**src/rtl/core_lsu_rsp_wb.sv**
```systemverilog
// core_lsu_rsp_wb: load/store response tracker and GPR writeback unit.
// Each accepted dmem request is tagged in an in-order FIFO. When its response
// returns, the data is aligned and extended, then offered on a valid/ready
// writeback port. A bus error on a response raises a one-cycle access-fault
// trap. After a flush, responses to requests issued before the flush are
// dropped.
//
// Ports
//   g_clk, g_reset          clock, synchronous active-high reset
//   req_valid/req_ready     request issue; req_op {sext,double,word,half,byte,store,load}
//   req_rd, req_addr        destination GPR and request address
//   rsp_valid/rsp_ready     dmem response; rsp_err bus error, rsp_rdata raw data
//   flush                   discard all outstanding requests
//   wb_valid/wb_ready       GPR write; wb_rd address, wb_wdata aligned data
//   trap_valid/cause/mtval  access-fault pulse (5 load, 7 store) and faulting address
//   outstanding             live tag count
//   err_unexp               sticky: response arrived with no live or dropped tag
//
// Optional build macro: CORE_LSU_RSP_BYPASS_EN. When defined, a good load
// response is forwarded combinationally to the writeback port when the hold
// register is empty and wb_ready is high.
module core_lsu_rsp_wb #(
    parameter int unsigned XLEN  = 64,
    parameter int unsigned DEPTH = 2,
    parameter int unsigned RW    = 5
) (
    input  logic                     g_clk,
    input  logic                     g_reset,
    input  logic                     req_valid,
    output logic                     req_ready,
    input  logic [6:0]               req_op,
    input  logic [RW-1:0]            req_rd,
    input  logic [XLEN-1:0]          req_addr,
    input  logic                     rsp_valid,
    output logic                     rsp_ready,
    input  logic                     rsp_err,
    input  logic [XLEN-1:0]          rsp_rdata,
    input  logic                     flush,
    output logic                     wb_valid,
    input  logic                     wb_ready,
    output logic [RW-1:0]            wb_rd,
    output logic [XLEN-1:0]          wb_wdata,
    output logic                     trap_valid,
    output logic [5:0]               trap_cause,
    output logic [XLEN-1:0]          trap_mtval,
    output logic [$clog2(DEPTH):0]   outstanding,
    output logic                     err_unexp
);

    localparam int unsigned OFFW = $clog2(XLEN/8);
    localparam int unsigned PW   = (DEPTH > 1) ? $clog2(DEPTH) : 1;
    localparam int unsigned CW   = $clog2(DEPTH) + 1;
    localparam int unsigned IW   = $clog2(XLEN);

    typedef struct packed {
        logic [6:0]      op;
        logic [RW-1:0]   rd;
        logic [OFFW-1:0] off;
        logic [XLEN-1:0] addr;
    } tag_t;

    tag_t            tag_q [DEPTH];
    tag_t            head;
    logic [PW-1:0]   wr_ptr, rd_ptr;
    logic [CW-1:0]   cnt, drop;
    logic            hold_v;
    logic [RW-1:0]   hold_rd;
    logic [XLEN-1:0] hold_data;

    logic            push, rsp_fire, pop, drop_rsp, good_load, hold_load, unexp;
    logic [XLEN-1:0] shifted, aligned;
    logic [IW-1:0]   sidx;

    // Handshake qualifiers
    assign req_ready = !g_reset && (cnt < CW'(DEPTH)) && (drop == '0) && !flush;
    assign rsp_ready = !hold_v || wb_ready;
    assign push      = req_valid && req_ready;
    assign rsp_fire  = rsp_valid && rsp_ready;
    assign pop       = rsp_fire && (drop == '0) && (cnt != '0);
    assign drop_rsp  = rsp_fire && (drop != '0);
    assign unexp     = rsp_valid && (cnt == '0) && (drop == '0);
    assign head      = tag_q[rd_ptr];
    assign good_load = pop && head.op[0] && !rsp_err && (head.rd != '0);
    assign outstanding = cnt;

    // Align by byte offset, then mask/extend to the access size
    always_comb begin
        shifted = rsp_rdata >> {head.off, 3'b000};
        sidx    = IW'(XLEN - 1);
        if (head.op[2])      sidx = IW'(7);
        else if (head.op[3]) sidx = IW'(15);
        else if (head.op[4]) sidx = IW'(31);
        if (head.op[5]) begin
            aligned = rsp_rdata;
        end else begin
            aligned = shifted;
            for (int unsigned i = 0; i < XLEN; i++) begin
                if (i > 32'(sidx)) aligned[i] = head.op[6] & shifted[sidx];
            end
        end
    end

`ifdef CORE_LSU_RSP_BYPASS_EN
    logic bypass_c;
    assign bypass_c  = good_load && !hold_v && wb_ready;
    assign hold_load = good_load && !bypass_c;
    assign wb_valid  = hold_v || bypass_c;
    assign wb_rd     = hold_v ? hold_rd   : head.rd;
    assign wb_wdata  = hold_v ? hold_data : aligned;
`else
    assign hold_load = good_load;
    assign wb_valid  = hold_v;
    assign wb_rd     = hold_rd;
    assign wb_wdata  = hold_data;
`endif

    // Tag storage; only written on an accepted request
    always_ff @(posedge g_clk) begin
        if (push) tag_q[wr_ptr] <= '{op: req_op, rd: req_rd,
                                     off: req_addr[OFFW-1:0], addr: req_addr};
    end

    // Pointers, counters, writeback hold register, trap and error flags
    always_ff @(posedge g_clk) begin
        if (g_reset) begin
            wr_ptr     <= '0;
            rd_ptr     <= '0;
            cnt        <= '0;
            drop       <= '0;
            hold_v     <= 1'b0;
            hold_rd    <= '0;
            hold_data  <= '0;
            trap_valid <= 1'b0;
            trap_cause <= '0;
            trap_mtval <= '0;
            err_unexp  <= 1'b0;
        end else begin
            if (flush) begin
                // Only one of drop/cnt can be nonzero, so the sum is the live total
                wr_ptr <= '0;
                rd_ptr <= '0;
                cnt    <= '0;
                drop   <= drop + cnt - CW'(rsp_fire && ((cnt != '0) || (drop != '0)));
            end else begin
                if (push) wr_ptr <= (wr_ptr == PW'(DEPTH - 1)) ? '0 : wr_ptr + PW'(1);
                if (pop)  rd_ptr <= (rd_ptr == PW'(DEPTH - 1)) ? '0 : rd_ptr + PW'(1);
                cnt <= cnt + CW'(push) - CW'(pop);
                if (drop_rsp) drop <= drop - CW'(1);
            end

            // Refill in the same cycle as a drain keeps hold_v high
            if (hold_load) begin
                hold_v    <= 1'b1;
                hold_rd   <= head.rd;
                hold_data <= aligned;
            end else if (wb_ready) begin
                hold_v    <= 1'b0;
            end

            trap_valid <= pop && rsp_err;
            if (pop && rsp_err) begin
                trap_cause <= head.op[1] ? 6'd7 : 6'd5;
                trap_mtval <= head.addr;
            end

            if (unexp) err_unexp <= 1'b1;
        end
    end

endmodule
```
**config.mk**
```make
export PLATFORM = sky130hd
export DESIGN_NAME = core_lsu_rsp_wb
export DESIGN_NICKNAME = d
export VERILOG_FILES = /design/src/rtl/core_lsu_rsp_wb.sv
export SDC_FILE = /design/constraint.sdc
export NUM_CORES = 1
export LEC_CHECK = 0
export CORE_MARGIN = 5
export CORE_UTILIZATION = 46
export DETAILED_ROUTE_END_ITERATION = 7
export PLACE_DENSITY = 0.77
export SLEW_MARGIN = 20
export SYNTH_ARGS = -nofsm -noshare
export SYNTH_HDL_FRONTEND = slang
export SYNTH_SLANG_ARGS = --single-unit
```
**constraint.sdc**
```tcl
create_clock -name g_clk -period 6.1 [get_ports g_clk]
set_clock_uncertainty 0.1 [all_clocks]
set_input_delay 1.83 -clock g_clk [delete_from_list [all_inputs] [get_ports g_clk]]
set_output_delay 1.83 -clock g_clk [all_outputs]
set_load 0.02 [all_outputs]
```
Yosys cells after proc, flatten, opt, wreduce, memory -nomap -nowiden
Memories as Yosys holds them, arrays and structs flattened. A register that Yosys moved wholly into a read port is not among the register bits. Cells that the tools add are included.

Logic and storage cells: 195. Flip-flop bits (word level): 148. Input bits: 147. Memories: 1. RAM bits: 158.

Shift operators: 1. Bitwise logic cells: 1. Multiplexer cells: 80. Magnitude comparators: 65. Add/sub/neg operators: 7. Reductions and logical operators: 29.

Memories: tag_q (words 2, bits a word 79, read ports 1, clocked after memory_dff 1, write ports 1, RTL line 62) `tag_t tag_q [DEPTH];`.

Operators by type and width (count): 6-bit > comparator, first input constant (32); 5-bit by 6-bit > comparator with 1-bit output, first input constant (16); 1-bit two-way mux (72); 64-bit two-way mux (1); 64-bit by 6-bit >> shifter with 64-bit output (1); 4-bit by 6-bit > comparator with 1-bit output, first input constant (8); 3-bit by 6-bit > comparator with 1-bit output, first input constant (4); 6-bit two-way mux (3); 1-bit logical AND (15); 2-bit by 6-bit > comparator with 1-bit output, first input constant (2); 2-bit nonzero test (4); 6-bit by 7-bit < comparator with 1-bit output, second input constant (1); 1-bit binary-select mux with 6-bit select (1); 1-bit by 6-bit > comparator with 1-bit output, first input constant (1); 2-bit two-way mux (3); 5-bit nonzero test (1); 1-bit zero test (4); 2-bit zero test (2); 2-bit by 1-bit subtractor with 2-bit output (2); 1-bit adder, second input constant (2); 2-bit by 1-bit adder with 2-bit output (1); 2-bit adder (1); 1-bit logical OR (2); 2-bit < comparator, second input constant (1); 3 further kinds (3).

Longest topological paths before layout
Gate-level depths: netlist (run 1).

Depth in word-level cells: 9. Gate-level depth with buffers: 12. Gate-level depth less buffers: 12.

Least setup slack after synthesis (run 1)
Ideal clock, no wire load.

Path kind: input-to-reg. Start point: input port flush. End point: memory tag_q[0][10] in the netlist's numbering, enable pin. Stages on the path: 4. Slack: -0.539 ns. Data arrival time: 6.028 ns. Required time: 5.489 ns. Setup time: 0.511 ns. Path through: clkbuf_1 -> nor3_1 -> nand2_1 -> nor2_1.

Word-level cells in the longest chain between the ends: 5.

Ends and longest elaborated chain: start: declaration (RTL line 38) `input logic flush,`; 1-bit zero test (RTL line 75) `assign req_ready = !g_reset && (cnt < CW'(DEPTH)) && (drop == '0) && !flush;`; 1-bit logical AND (RTL line 75); named net req_ready (RTL line 30) `output logic req_ready,`; 1-bit logical AND (RTL line 77) `assign push = req_valid && req_ready;`; 1-bit two-way mux (RTL line 119) `if (push) tag_q[wr_ptr] <= '{op: req_op, rd: req_rd,`; 1-bit two-way mux (implied by the code) (RTL line 119); end: declaration (RTL line 62).

The timed path passes the listed nets, and every way through them passes these cells.

Worst setup path in the final report (run 1)
Start point: input port flush. End point: output port req_ready.

Word-level cells in the longest chain between the ends: 2.

Ends and longest elaborated chain (RTL line): 1-bit zero test (75); 1-bit logical AND (75); end: declaration (30).

Every way passes these cells.

==> qor.txt, run 1 <==
Final Cycle Share -> 0.893
Hold Buf Count CTS -> 0
Drt first-iter violations -> 987
Layout area overhead -> 31.8%
Reg2Reg Setup Slack -> 2.20 ns
I/O Buffers -> 289
Critical path startpoint category -> primary input
Mapped Cells -> 1122
Synth Register Bits -> 297
FP Rows -> 61
Predominant post-synthesis flop cell -> edfxtp_1
Area contributors post-synth -> edfxtp_1 (35%), dfxtp_1 (22%), mux2i_1 (8.9%)
Initial antenna violation count -> 6
Fin. max-slew vios -> 0
Async S/R FF share, synth -> 0
Status -> finished clean
Max-cap violations -> 0
Postcts setup bufs -> 0
Worst setup path endpoint -> req_ready
Drc violations -> 0
Met3 usage -> 0.0799
Worst R2R End -> wb_wdata[40]
Unrepaired setup endpoints after global routing -> false
Clk_lat worst skew -> 0.58 ns
Die width -> 179 um
Power density over the cells -> 271 nW/um2
Post-DP HPWL -> 26300 um
Minimum clock period -> 5.45 ns
Area leader, netlist -> edfxtp_1
Via Count -> 10300
Post-CTS sizing -> 0
Routed Antenna Nets -> 0
Slowest stage cell on the critical path -> clkdlybuf4s50_1
Register area -> 7470 um2
Grt peak-use layer -> met2
First-pass GRT wire length -> 59200 um
Maximum VDD drop -> 229 uV
Cell depth of the worst flop-to-flop path -> 7
Share of cells above drive strength 1 -> 0.0794
Critical path type -> primary input to output pin
Routed wire length -> 38800 um
Critical Path Start -> flush
Post-synth EDFFs -> 152
Ys Warns -> 0
Least-Margin Pin Slew -> 1.10 ns
Met2 GRT Util -> 0.395
RD Place Congestion -> 0.946
Area occupied by multi-input gates -> 5150 um2
# diodes -> 0
Final nets -> 1514
Critical path arrival -> 3.52 ns
GRT Total Usage -> 0.236
Vias in the first global route -> 10300
Mean Syn Cell Area -> 11.7 um2
Worst path cell trace -> clkdlybuf4s50_1 -> nor3_1 -> clkdlybuf4s50_1
CTS sink count -> 297
CP dominant cell by count -> clkdlybuf4s50_1
Slew Limit Headroom -> 0.268
Setup Viol. Count Final -> 0
Largest net degree at the start of global routing -> 77
Clock buffer depth -> 3
CP max stage delay -> 0.69 ns
Power Total -> 4.67 mW
Final hold slack -> 0.372 ns
Seq/Total Area, Yosys -> 0.571
Io pins -> 293
CORE AREA -> 27900 um2
WP data required -> 4.17 ns
Final Core Density -> 0.617
GRT met1 Usage -> 0.293
Post-Syn Area -> 13100 um2
Final global-route overflow total -> 0
Pleak -> 5.45 nW
TritonCTS Buffers -> 30
CP Max Fanout -> 10
Initial Utilization -> 0.468
Total die area -> 31900 um2
Min-Delay Path Class -> register to register
F_max -> 184 MHz
Synth top area share -> 0.349
Fillers -> 2224
DR vias/cell -> 5.86
Synth cell types -> 66
Clk Tree Root Cell -> clkbuf_16
Worst-path clk slew -> 0.06 ns
H-tree depth -> 1
Hold Fails Final Rpt -> 0
CTS tree -> built
DR pass1 iterations -> 7
Routed length per instance -> 22.0 um
CP endpoint kind -> output pin
Die Y -> 179 um
TNS Setup -> 0 ns
==> synth_stat cells, types with 3 or more instances <==
master,number
buf_2,20
o22ai_1,17
nand3_1,19
nor2_1,120
mux2i_1,116
or3_1,45
a2111oi_0,7
a21oi_1,48
a221oi_1,10
edfxtp_1,152
mux2i_2,3
mux2_1,3
a222oi_1,7
clkbuf_1,57
o21ai_0,35
mux2_2,17
a211oi_1,108
buf_1,3
o21ai_1,4
xnor2_1,6
nand2b_1,3
dfxtp_1,145
o211ai_1,7
nand2_1,48
buf_6,7
nor3b_1,4
a31oi_1,10
buf_4,9
a311oi_1,10
nor3_1,12
ha_1,5
inv_1,15
mux4_2,9
==> where the power goes <==
| group | internal (mW) | switching [mW] | leakage [nW] |
|---|---|---|---|
| Sequential | 2.16 | 0.0289 | 2.55 |
| Combinational | 0.236 | 0.288 | 2.40 |
| Clock | 1.17 | 0.786 | 0.508 |
==> routing by layer <==
metal | vias to the layer above | part of all wire
met5 | - | 0.0015
met4 | 10 | 0.028
met3 | 98 | 0.11
met2 | 511 | 0.48
met1 | 4958 | 0.38
li1 | 4764 | -
==> critical path, delay by kind of cell <==
family	cells	cell delay, ns
buffers and inverters	2	1.26
AND/OR/NAND/NOR	1	0.42
==> how the worst min path moves through the flow <==
stage / to / cells after the start / from
2_1_floorplan: register / 2 / rd_ptr
5_1_grt: wb_wdata[60] / 2 / wb_wdata[60]
3_3_place_gp: err_unexp / 2 / err_unexp
3_5_place_dp: err_unexp / 2 / err_unexp
4_1_cts: err_unexp / 2 / err_unexp
6_report: err_unexp / 2 / err_unexp
==> stage by stage <==
stage,std cells,worst slack (ns),instance area [um2]
floorplan,1124,-0.539,13100
CTS,1764,0.613,17200
finish,1764,0.652,17200
detailed placement,1708,0.631,16200
global route,1764,0.556,17200
global placement,1708,0.650,16200
==> flip-flops by register name, indices dropped and copies added (netlist names), named ones only <==
name         cells
wb_valid         1
wb_rd            5
drop             2
outstanding      2
wr_ptr           1
tag_q          152
trap_mtval      64
wb_wdata        64
err_unexp        1
trap_cause       2
trap_valid       1
rd_ptr           1
==> layout by cell type (no fill, tap or decap), drive strengths merged, types with 7 or more instances in the layout <==
cell type	Yosys	layout
nor3	13	13
nor2	122	122
dfxtp	145	145
or3	46	46
a221oi	11	11
clkinv	0	12
mux2	20	20
o22ai	17	17
a311oi	10	10
nand3	19	19
a211oi	108	108
o21ai	39	39
a2111oi	7	7
clkbuf	58	36
mux4	11	11
a31oi	12	12
clkdlybuf4s50	0	288
a21oi	48	48
buf	39	15
inv	15	15
edfxtp	152	152
a222oi	7	7
nand2	48	48
mux2i	119	119
o211ai	8	8
==> area by class of cell <==
| type | count | area share |
|---|---|---|
| Clock inverter | 20 | 0.0160 |
| Sequential cell | 297 | 0.433 |
| Timing Repair Buffer | 303 | 0.176 |
| Clock buffer | 36 | 0.0454 |
| Multi-Input combinational cell | 715 | 0.299 |
| Inverter | 15 | 0.00327 |
| Tap cell | 378 | 0.0274 |
==> cell families (layout without fill, tap and decap cells) <==
group	count (synthesis)	count (layout)	synth area share
XOR/XNOR	8	8	0.00536
AND/OR/NAND/NOR	268	268	0.0977
multiplexers	150	150	0.129
other	1	3	0.000287
adder cells (fa/ha/maj)	5	5	0.00478
flip-flops	297	297	0.571
buffers and inverters	112	374	0.0407
AO/OA/AOI/OAI	281	281	0.152
Note: power is estimated with default switching activity, not from simulation.
==> run 2: changes to the inputs <==
==> constraint.sdc (replaced) <==
create_clock -name g_clk -period 4.9 [get_ports g_clk]
set_clock_uncertainty 0.1 [all_clocks]
set_input_delay 1.47 -clock g_clk [delete_from_list [all_inputs] [get_ports g_clk]]
set_output_delay 1.47 -clock g_clk [all_outputs]
set_load 0.02 [all_outputs]
==> run 2 against run 1 <==
Against the previous run: register-to-register slack worse by 0.90 ns; clock-buffer cell count increased by 13; worst hold slack improved by 0.0034 ns; critical path depth stayed put; sequential cell count stayed put; total power increased by 24%; critical path type unchanged; critical endpoint unchanged; highest routed layer unchanged.
==> qor.txt, run 2 (synthesized netlist as in run 1, its figures left out) <==
Least-Margin Pin Slew -> 0.933 ns (-0.163 ns)
CTS tree -> built
Routed Antenna Nets -> 0 (unchanged)
Critical path type -> primary input to output pin
Drt first-iter violations -> 945 (-4.3%)
Total die area -> 31900 um2 (unchanged)
CP Max Fanout -> 2 (-8)
Largest net degree at the start of global routing -> 149 (+94%)
Critical path startpoint category -> primary input
Minimum clock period -> 4.34 ns
F_max -> 231 MHz
FP Rows -> 61 (unchanged)
First-pass GRT wire length -> 59200 um (+0.10%)
I/O Buffers -> 289 (unchanged)
Max-cap violations -> 0 (unchanged)
Setup Viol. Count Final -> 0 (unchanged)
CP endpoint kind -> output pin
Postcts setup bufs -> 0 (unchanged)
Via Count -> 10500 (+1.9%)
Initial Utilization -> 0.468 (unchanged)
GRT Total Usage -> 0.239 (+0.00266)
Die Y -> 179 um (unchanged)
Clock buffer depth -> 3 (unchanged)
Min-Delay Path Class -> register to register
CTS sink count -> 297 (unchanged)
Share of cells above drive strength 1 -> 0.0853 (+0.00594)
Io pins -> 293 (unchanged)
Initial antenna violation count -> 6 (unchanged)
Critical Path Start -> flush
Slew Limit Headroom -> 0.378 (+0.109)
Reg2Reg Setup Slack -> 1.30 ns (-0.90 ns)
Vias in the first global route -> 10400 (+1.6%)
Layout area overhead -> 32.3%
WP data required -> 3.33 ns (-0.84 ns)
TritonCTS Buffers -> 34 (+13%)
Commonest non-fill, non-tap cell in the layout -> clkdlybuf4s50_1
Worst hold path depth -> 2 (unchanged)
Final Cycle Share -> 0.885
Critical path arrival -> 2.77 ns (-0.75 ns)
Final nets -> 1522 (+0.53%)
Status -> finished clean
Unrepaired setup endpoints after global routing -> false
Post-DP HPWL -> 26500 um (+0.88%)
Pleak -> 5.49 nW (+0.74%)
DR pass1 iterations -> 5 (-2)
Worst-path clk slew -> 0.06 ns (about the same)
Post-Layout Cell Count -> 1774 (+0.57%)
Hold Buf Count CTS -> 0 (unchanged)
H-tree depth -> 2 (+1)
Maximum VDD drop -> 343 uV (+50%)
Worst setup path endpoint -> req_ready
Worst R2R End -> wb_wdata[4]
DR vias/cell -> 5.94 (+1.4%)
Clk_lat worst skew -> 0.52 ns (-0.06 ns)
Power density over the cells -> 334 nW/um2 (+23%)
Routed length per instance -> 22.3 um (+1.3%)
RD Place Congestion -> 0.955 (+0.96%)
Drc violations -> 0 (unchanged)
Hold Fails Final Rpt -> 0 (unchanged)
Final global-route overflow total -> 0 (unchanged)
Largest Register -> tag_q
Die width -> 179 um (unchanged)
Cell depth of the worst flop-to-flop path -> 7 (unchanged)
CORE AREA -> 27900 um2 (unchanged)
Most frequent cells in the layout -> clkdlybuf4s50_1 (288), edfxtp_1 (152), dfxtp_1 (144)
Post-CTS sizing -> 0 (unchanged)
Routed wire length -> 39500 um (+1.8%)
Max reg flops -> 152 (unchanged)
Fin. max-slew vios -> 0 (unchanged)
Cells after DPL -> 1712 (+0.23%)
Power Total -> 5.78 mW (+24%)
Clk Tree Root Cell -> clkbuf_16
-- run 2: changes by cell type in the layout (fill, tap and decap cells not counted), moves of 4 or more --
cell,previous run,this run
clkinv_1,6,1
clkbuf_16,30,34
clkbuf_1,5,10
clkbuf_8,1,5
bufinv_16,6,0
-- run 2: layer usage --
metal,up-vias,routed length [um],GRT usage
met2,562,18800,0.394
met1,5047,14700,0.289
li1,4802,-,-
met3,118,4390,0.0810
met4,12,1580,0.0908
met5,-,74,0
-- run 2: area by class of cell --
| class | instances | area (um2) |
|---|---|---|
| Inverter | 15 | 56.3 |
| Tap cell | 378 | 473 |
| Antenna cell | 1 | 2.50 |
| Multi-Input combinational cell | 715 | 5150 |
| Clock buffer | 49 | 957 |
| Fill cell | 2188 | 10600 |
| Timing Repair Buffer | 307 | 3090 |
| Sequential cell | 297 | 7470 |
| Clock inverter | 12 | 110 |
-- run 2: where the power goes --
part | total (mW) | internal, mW | switching (mW)
Clock | 2.39 | 1.38 | 1.01
Sequential | 2.73 | 2.69 | 0.0364
Combinational | 0.664 | 0.298 | 0.366
-- run 2: worst min-delay path by stage --
stage,from,endpoint
2_1_floorplan,rd_ptr,register
3_3_place_gp,err_unexp,err_unexp
3_5_place_dp,err_unexp,err_unexp
4_1_cts,wb_wdata[57],wb_wdata[57]
5_1_grt,wb_wdata[57],wb_wdata[57]
6_report,wb_wdata[57],wb_wdata[57]
-- run 2: worst max-delay path: stages --
cell and delay [ns]:
clkdlybuf4s50_1 0.42, nor3_1 0.22, clkdlybuf4s50_1 0.66
-- run 2: metrics by stage --
stage               utilization  setup TNS (ns)  setup slack [ns]  area [um2]  hold WS (ns)
detailed placement        0.581               0             0.549       16200         0.370
global route              0.620               0             0.515       17300         0.388
CTS                       0.620               0             0.559       17300         0.378
global placement          0.581               0             0.548       16200         0.364
floorplan                     -          -19.28            -0.127       13100         0.420
finish                    0.620               0             0.563       17300         0.375
==> run 3: changes to the inputs <==
--- a/config.mk
+++ b/config.mk
@@ -5,10 +5,13 @@
 export SDC_FILE = /design/constraint.sdc
 export NUM_CORES = 1
 export LEC_CHECK = 0
+export ABC_AREA = 1
 export CORE_MARGIN = 5
 export CORE_UTILIZATION = 46
 export DETAILED_ROUTE_END_ITERATION = 7
-export PLACE_DENSITY = 0.77
+export GPL_ROUTABILITY_DRIVEN = 1
+export MAX_ROUTING_LAYER = met4
+export PLACE_DENSITY = 0.76
 export SLEW_MARGIN = 20
 export SYNTH_ARGS = -nofsm -noshare
 export SYNTH_HDL_FRONTEND = slang
==> run 3 against run 2 <==
Against the previous run: critical path depth up 2; core utilization down 0.34 points; routed wire length up 10%; final cell count up 30%; die area up 3.4%; setup slack worse by 0.33 ns; worst hold slack worse by 0.025 ns; fmax down 7.0%; design area up 2.7%; clock-buffer cell count down 4; first-iteration DRC count up 13%; sequential power down 3%; critical path type unchanged; largest cell class unchanged.
==> qor.txt, run 3 <==
Routed length per instance -> 18.9 um (-15%)
Setup Viol. Count Final -> 0 (unchanged)
Critical path arrival -> 3.09 ns (+0.32 ns)
Final Core Density -> 0.616 (-0.00344)
Clk_lat worst skew -> 0.51 ns (about the same)
TNS Setup -> 0 ns (unchanged)
Met2 GRT Util -> 0.411 (+0.0171)
Worst hold path depth -> 2 (unchanged)
Status -> finished clean
Initial antenna violation count -> 6 (unchanged)
Fin. max-slew vios -> 0 (unchanged)
CP Max Fanout -> 4 (+2)
Minimum clock period -> 4.66 ns (+0.326 ns)
Post-CTS sizing -> 0 (unchanged)
HP Start -> err_unexp
Fillers -> 2476 (+13%)
Grt peak-use layer -> met2
Area contributors post-synth -> edfxtp_1 (34%), dfxtp_1 (21%), nand2_1 (16%)
H-tree depth -> 2 (unchanged)
FP Rows -> 62 (+1.6%)
CTS tree -> built
Critical path type -> primary input to output pin
First-pass GRT wire length -> 66700 um (+13%)
Commonest non-fill, non-tap cell in the layout -> nand2_1
Synth top area share -> 0.337 (-0.0120)
Most common cell in the synthesized netlist -> nand2_1
Power density over the cells -> 314 nW/um2 (-6.0%)
TritonCTS Buffers -> 34 (unchanged)
Synth Register Bits -> 297 (unchanged)
Critical path startpoint category -> primary input
Final nets -> 2040 (+34%)
Most frequent cells in the layout -> nand2_1 (568), clkdlybuf4s50_1 (287), a21oi_1 (177)
Synth cell types -> 39 (-41%)
Io pins -> 293 (unchanged)
Synth cell count leaders -> nand2_1 (570), a21oi_1 (177), edfxtp_1 (152), o21ai_0 (150), dfxtp_1 (145)
Routed wire length -> 43400 um (+10%)
Largest net degree at the start of global routing -> 119 (-20%)
Hold Buf Count CTS -> 0 (unchanged)
Predominant post-synthesis flop cell -> edfxtp_1
Reg2Reg Setup Slack -> 1.61 ns (+0.31 ns)
F_max -> 214 MHz (-7.0%)
CORE AREA -> 28900 um2 (+3.3%)
Clock buffer depth -> 3 (unchanged)
Vias in the first global route -> 12000 (+15%)
Die Y -> 182 um (+1.7%)
GRT met1 Usage -> 0.325 (+0.0360)
Drc violations -> 0 (unchanged)
Drt first-iter violations -> 1069 (+13%)
Routed Antenna Nets -> 0 (unchanged)
I/O Buffers -> 289 (unchanged)
Slew Limit Headroom -> 0.283 (-0.0949)
CTS sink count -> 297 (unchanged)
Share of cells above drive strength 1 -> 0.0569 (-0.0284)
Layout area overhead -> 31.2%
Sink of the worst hold path -> err_unexp
Initial Utilization -> 0.469 (+0.00114)
Mapped Cells -> 1658 (+48%)
Max reg flops -> 152 (unchanged)
Seq/Total Area, Yosys -> 0.551 (-0.0196)
Cell depth of the worst flop-to-flop path -> 8 (+1)
Die width -> 182 um (+1.7%)
Worst R2R End -> wb_wdata[3]
Async S/R FF share, synth -> 0 (unchanged)
Final Cycle Share -> 0.952 (+0.0666)
Met3 usage -> 0.0668 (-0.0141)
Postcts setup bufs -> 0 (unchanged)
Clk Tree Root Cell -> clkbuf_16
Maximum VDD drop -> 435 uV (+27%)
Total die area -> 33000 um2 (+3.4%)
Post-DP HPWL -> 29500 um (+12%)
Area leader, netlist -> edfxtp_1
Via Count -> 12400 (+18%)
DR vias/cell -> 5.38 (-9.5%)
Post-synth EDFFs -> 152 (unchanged)
CP endpoint kind -> output pin
RD Place Congestion -> 0.940 (-1.6%)
DR pass1 iterations -> 8 (+3)
Hold Fails Final Rpt -> 0 (unchanged)
GRT Total Usage -> 0.260 (+0.0211)
Max-cap violations -> 0 (unchanged)
Ys Warns -> 0 (unchanged)
Unrepaired setup endpoints after global routing -> false
Post-Syn Area -> 13500 um2 (+3.6%)
Mean Syn Cell Area -> 8.17 um2 (-30%)
Min-Delay Path Class -> register to register
WP data required -> 3.33 ns (about the same)
Worst-path clk slew -> 0.06 ns (about the same)
Largest Register -> tag_q
Least-Margin Pin Slew -> 1.08 ns (+0.142 ns)
Pleak -> 6.94 nW (+26%)
Final global-route overflow total -> 0 (unchanged)
==> run 3: cell type report <==
class	count	area, um2	area share
inverter	86	325	0.0183
clock buffer	45	953	0.0536
multi-input combinational	1156	5260	0.296
tap	384	480	0.0270
timing repair buffer	313	3150	0.177
sequential	297	7470	0.420
clock inverter	17	126	0.00711
antenna	6	15.0	0.000844
==> run 3: how the worst max path moves through the flow <==
stage | start | to | slack [ns] | cells after the start
global route | flush | req_ready | 0.09 | 5
global placement | flush | req_ready | 0.26 | 5
detailed placement | flush | req_ready | 0.22 | 5
CTS | flush | req_ready | 0.22 | 5
finish | flush | req_ready | 0.24 | 5
floorplan | g_reset | tag_q[1][10] | -0.11 | 5
==> run 3: cell families (layout without fill, tap and decap cells) <==
| family | Yosys count | count (layout) | share of synthesized area |
|---|---|---|---|
| AND/OR/NAND/NOR | 778 | 778 | 0.236 |
| AO/OA/AOI/OAI | 363 | 363 | 0.139 |
| flip-flops | 297 | 297 | 0.551 |
| buffers and inverters | 207 | 461 | 0.0641 |
| adder cells (fa/ha/maj) | 5 | 5 | 0.00462 |
| XOR/XNOR | 4 | 4 | 0.00259 |
| multiplexers | 3 | 3 | 0.00222 |
| other | 1 | 9 | 0.000277 |
==> run 3: metal layers <==
metal  vias up  routed length [um]
met5         -                   0
met4         0                1330
met3        76                4090
met2       565               20500
met1      5751               17500
li1       6003                   -
==> run 3: through the flow <==
stage                     instance area [um2]  power (mW)  std cells  hold slack (ns)  setup WS [ns]
final                                   17800        5.58       2304            0.350          0.236
after global placement                  16700        3.18       2236            0.343          0.256
after global routing                    17800        5.76       2304            0.370         0.0922
after CTS                               17800        5.61       2298            0.357          0.221
after floorplan                         13600        2.95       1660            0.347         -0.108
after detailed placement                16700        3.19       2236            0.348          0.224
==> run 3: worst max-delay path: stages <==
cell	delay, ns
clkdlybuf4s50_1	0.46
nor2_1	0.18
inv_1	0.11
nor3_1	0.22
clkdlybuf4s50_1	0.66
==> run 3: power breakdown <==
group	internal [mW]	switching, mW
Combinational	0.201	0.289
Sequential	2.64	0.0114
Clock	1.43	1.01
Total	4.28	1.31
